[src/rtl/led_matrix_scan.sv]
// Row-multiplexed 8x8 LED driver for the life grid. A shadow buffer captures new grids;
// they reach the display buffer only at a frame boundary (or while idle).
module led_matrix_scan #(
  parameter int ROW_DWELL    = 1000,
  parameter int BLANK_CYCLES = 8
) (
  input  logic        clk,
  input  logic        rst,
  input  logic [63:0] grid_in,
  input  logic        load,
  input  logic        enable,
  output logic [7:0]  row_sel,
  output logic [7:0]  col_data,
  output logic        load_ack,
  output logic        frame_done
);

  localparam int MAXC = (ROW_DWELL > BLANK_CYCLES) ? ROW_DWELL : BLANK_CYCLES;
  localparam int CW   = $clog2(MAXC + 1);
  localparam logic [CW-1:0] DWELL_LAST = CW'(ROW_DWELL - 1);
  localparam logic [CW-1:0] BLANK_LAST = (BLANK_CYCLES > 0) ? CW'(BLANK_CYCLES - 1) : '0;

  typedef enum logic [1:0] {IDLE, BLANK, DRIVE} state_t;

  // Scan handshake: a load is accepted every cycle it is high (no back-pressure);
  // load_ack is a one-cycle pulse marking the cycle after shadow reaches the display.

  state_t        state_q, state_d;
  logic [2:0]    row_q, row_d;
  logic [CW-1:0] cnt_q, cnt_d;
  logic [63:0]   disp_q, disp_d;
  logic [63:0]   shadow_q, shadow_d;
  logic          pending_q, pending_d;
  logic [7:0]    row_sel_q, row_sel_d;
  logic [7:0]    col_data_q, col_data_d;
  logic          load_ack_q, load_ack_d;
  logic          frame_done_q, frame_done_d;
  logic          commit;

  always_comb begin
    state_d      = state_q;
    row_d        = row_q;
    cnt_d        = cnt_q;
    disp_d       = disp_q;
    shadow_d     = shadow_q;
    pending_d    = pending_q;
    load_ack_d   = 1'b0;
    frame_done_d = 1'b0;
    commit       = 1'b0;

    if (load) begin
      shadow_d  = grid_in;
      pending_d = 1'b1;
    end

    if (state_q != IDLE && !enable) begin
      state_d = IDLE;
      row_d   = '0;
      cnt_d   = '0;
    end else begin
      case (state_q)
        IDLE: begin
          row_d  = '0;
          cnt_d  = '0;
          commit = pending_q;
          if (enable) state_d = (BLANK_CYCLES > 0) ? BLANK : DRIVE;
        end
        BLANK: begin
          if (cnt_q == BLANK_LAST) begin
            state_d = DRIVE;
            cnt_d   = '0;
          end else begin
            cnt_d = cnt_q + 1'b1;
          end
        end
        DRIVE: begin
          if (cnt_q == DWELL_LAST) begin
            cnt_d   = '0;
            row_d   = row_q + 3'd1;
            state_d = (BLANK_CYCLES > 0) ? BLANK : DRIVE;
            if (row_q == 3'd7) begin
              frame_done_d = 1'b1;
              commit       = pending_q || load;
            end
          end else begin
            cnt_d = cnt_q + 1'b1;
          end
        end
        default: begin
          state_d = IDLE;
          row_d   = '0;
          cnt_d   = '0;
        end
      endcase
    end

    // A load landing on the commit edge bypasses the shadow so nothing is left pending.
    if (commit) begin
      disp_d     = load ? grid_in : shadow_q;
      pending_d  = 1'b0;
      load_ack_d = 1'b1;
    end

    // Outputs are registered from next-state so they line up with the state register.
    row_sel_d  = 8'h00;
    col_data_d = 8'h00;
    if (state_d == DRIVE) begin
      row_sel_d  = 8'h01 << row_d;
      col_data_d = disp_d[{row_d, 3'b000} +: 8];
    end
  end

  always_ff @(posedge clk or posedge rst) begin
    if (rst) begin
      state_q      <= IDLE;
      row_q        <= '0;
      cnt_q        <= '0;
      disp_q       <= '0;
      shadow_q     <= '0;
      pending_q    <= 1'b0;
      row_sel_q    <= '0;
      col_data_q   <= '0;
      load_ack_q   <= 1'b0;
      frame_done_q <= 1'b0;
    end else begin
      state_q      <= state_d;
      row_q        <= row_d;
      cnt_q        <= cnt_d;
      disp_q       <= disp_d;
      shadow_q     <= shadow_d;
      pending_q    <= pending_d;
      row_sel_q    <= row_sel_d;
      col_data_q   <= col_data_d;
      load_ack_q   <= load_ack_d;
      frame_done_q <= frame_done_d;
    end
  end

  assign row_sel    = row_sel_q;
  assign col_data   = col_data_q;
  assign load_ack   = load_ack_q;
  assign frame_done = frame_done_q;

endmodule

[config.mk]
export PLATFORM = sky130hd
export DESIGN_NAME = led_matrix_scan
export DESIGN_NICKNAME = d
export VERILOG_FILES = /design/src/rtl/led_matrix_scan.sv
export SDC_FILE = /design/constraint.sdc
export NUM_CORES = 1
export LEC_CHECK = 0
export ABC_AREA = 1
export CELL_PAD_IN_SITES_DETAIL_PLACEMENT = 0
export CELL_PAD_IN_SITES_GLOBAL_PLACEMENT = 1
export CORE_MARGIN = 4
export CORE_UTILIZATION = 43
export CTS_BUF_LIST = sky130_fd_sc_hd__clkbuf_8
export DETAILED_ROUTE_END_ITERATION = 7
export PLACE_DENSITY = 0.8
export SYNTH_ARGS = -nofsm -noshare
export SYNTH_HDL_FRONTEND = slang
export SYNTH_SLANG_ARGS = --single-unit
[constraint.sdc]
create_clock -name clk -period 8.41 [get_ports clk]
set_input_delay 2.1025 -clock clk [delete_from_list [all_inputs] [get_ports clk]]
set_output_delay 2.1025 -clock clk [all_outputs]
set_load 0.01 [all_outputs]
==> impl_metrics.ini <==
[worst_setup_path]
r2r_slack_ns = 5.68
criticalPathCategory = in2reg
cp-start-kind = input port
slowest_stage = buf_4
crit_top_cell = nand2_1
slowest_delay_ns = 0.51
crit_fanout = 90
crit_path_end_kind = register
crit_arrival_ns = 4.52
path_cells = buf_2, buf_4, nor2_1, nor2_4, nand2_4, o21ai_1, nand2_1, nand2_1, nand2_1, nand4_1, nand2_1
critical_path_required_ns = 8.75

[timing]
fmax_ghz = 0.2393
drv_slew = 0
finalHoldViolCount = 0
rsz0062_at_grt = no
relSlewSlack_pct = 34.94
fin_crit_sh_pct = 49.68
worst_slew_pin_slew_ns = 0.9759
final-setup-viol-count = 0
skew_ns = 0.008658
fin_hold_ws_ns = 0.4730
setup_tns_ns = 0
period_needed_ns = 4.178

[routing]
route.detailed.drc = 0
vias = 5411
drt-pass1-iter-count = 4
drt_iter0_markers = 292
ant_nets = 0
wl_mm = 15.99
via_per_inst = 4.453
wl_per_cell_um = 13.16

[final_layout]
drive_above_1_share_pct = 8.342
antenna_cells = 0
finish.utilization_pct = 52.39
fillers = 1654
nNetsFinal = 1057
syn_to_final_growth_pct = 19.17

[cts]
cts_buffers = 17
cts.htree.levels = 4
cts.clk_slew.worst_paths_ns = 0.08
clk_latency_ns = 0.45
clk_path_buf_depth = 2
cts.sinks = 162
cts_tree = yes
cts_resized = 0
post_cts.repair.setup_buffers = 0
ctsHoldBuffers = 0
clockRootBuffer = clkbuf_8

[synth]
synth.net_count = 977
postSynthCellCount = 902
ys_ff_latch = 162
synth.area.top_cells = dfrtp_1 (56%), nand2_1 (18%), inv_1 (6.9%)
synth_warnings = 0
synth_top_area_share_pct = 55.60
synth-seq-area-share_pct = 55.60
syn_area_per_cell_sq_um = 8.083
synth_area_sq_um = 7291
yosys.area.top_type = dfrtp_1
ys_types = 30

[grt]
grt_max_degree = 91
grt_pass1_vias = 5410
grt_pass1_wl_mm = 26.98
antenna_found_initial = 0
grt_usage_pct = 17.45
grt_overflow = 0

[placement]
dp_hpwl_mm = 10.91
port_buffers = 85
place.gp.congestion = 0.7676

[job]
drv_cap = 0

[floorplanning]
die_area_sq_um = 19100
core_area_sq_um = 16580
start_util_pct = 43.96
die_x_um = 138.2
io_pins = 86
num_rows = 47
die_h_um = 138.2

[run_status]
outcome = finished clean

[power_and_ir_drop]
ir_drop_mv = 0.1309
p_per_area_nw_per_um2 = 267.6
leakagePower_nw = 4.609

[worst_hold_path]
hold_path.class = reg2reg
## cell usage in the layout, fill, tap and decap left out, drive strengths merged
master / netlist / routed
clkinvlp: 0 / 4
clkdlybuf4s50: 0 / 84
nor3: 3 / 3
a21boi: 1 / 1
inv: 149 / 152
a211oi: 1 / 1
nor2: 82 / 82
nand4: 7 / 7
o21a: 13 / 13
ha: 7 / 7
xor2: 3 / 3
clkbuf: 6 / 20
or2: 8 / 8
dfrtp: 162 / 162
nand3: 22 / 22
clkinv: 2 / 5
a21oi: 4 / 4
o21ai: 53 / 53
nor3b: 2 / 2
nand2: 353 / 353
buf: 22 / 5
bufinv: 0 / 2
a31oi: 2 / 2
## synthesized netlist by cell type
cell,number
nand2_1,341
dfrtp_1,162
inv_1,134
nor2_1,72
o21ai_1,42
nand3_1,20
buf_2,15
inv_2,15
o21a_1,13
o21ai_0,11
or2_2,8
ha_1,7
nand2_4,7
nand4_1,7
clkbuf_1,6
nand2_2,5
nor2_2,5
nor2_4,5
a21oi_1,4
buf_1,3
buf_6,3
nor3_1,3
xor2_1,3
a31oi_1,2
clkinv_1,2
nand3_2,2
nor3b_1,2
a211oi_1,1
a21boi_2,1
buf_4,1
## power breakdown
part	internal [mW]	leakage (nW)	switching (mW)
Combinational	0.260	2.44	0.490
Clock	0.282	0.200	0.277
Sequential	0.965	1.97	0.0508
## critical path, delay by kind of cell
family	cells	cell delay [ns]
buffers and inverters	2	0.58
and+or+nand+nor	8	1.39
AOI/OAI and AO/OA	1	0.40
## worst paths after layout
path | from | endpoint | cells after the start
max | load | col_data[4] | 11
min | shadow_q[32] | shadow_q[32] | 2
min in group asynchronous | rst | shadow_q[14] | 2
max in group asynchronous | rst | disp_q[42] | 3
max reg2reg | state_q[0] | col_data[4] | 12
min reg2reg | shadow_q[32] | shadow_q[32] | 2
## registers in the layout (all words and copies together), names as in the netlist
name,flops
pending_q,1
state_q,2
row_sel,8
shadow_q,64
col_data,8
frame_done,1
disp_q,64
load_ack,1
row_q,3
cnt_q,10
## per-layer routing
layer	vias up	part of all wire, %	global-route usage, %
li1	2851	-	-
met1	2473	51	24.65
met2	73	45	27.21
met3	14	3.0	3.695
met4	0	1.3	5.460
met5	-	0	0
## cell families (layout without fill, tap and decap cells)
| family | after synthesis | count (layout) | synth area share (%) |
|---|---|---|---|
| simple gates | 477 | 477 | 27.32 |
| buf+inv | 179 | 272 | 9.833 |
| flops | 162 | 162 | 55.60 |
| compound gates | 74 | 74 | 5.680 |
| fa+ha+maj | 7 | 7 | 1.201 |
| xor+xnor | 3 | 3 | 0.3605 |
## final cells by class
class,count,area (sq um),area share [%]
timing repair buffer,89,875.8,10.08
clock inverter,12,116.4,1.339
tap,220,275.3,3.168
inverter,151,571.8,6.581
multi-input combinational,561,2520,29.00
clock buffer,20,275.3,3.168
sequential,162,4054,46.66
## per-stage QoR
| stage | area (sq um) | setup WS (ns) | power (mW) | cells |
|---|---|---|---|---|
| detailed placement | 8297 | 3.692 | 1.787 | 1183 |
| finish | 8688 | 4.232 | 2.325 | 1215 |
| global route | 8688 | 3.935 | 2.527 | 1215 |
| CTS | 8688 | 4.199 | 2.352 | 1215 |
| floorplan | 7291 | 1.931 | 1.621 | 902 |
| global placement | 8297 | 3.744 | 1.769 | 1183 |
No activity file was read; power rests on OpenSTA's default activity.
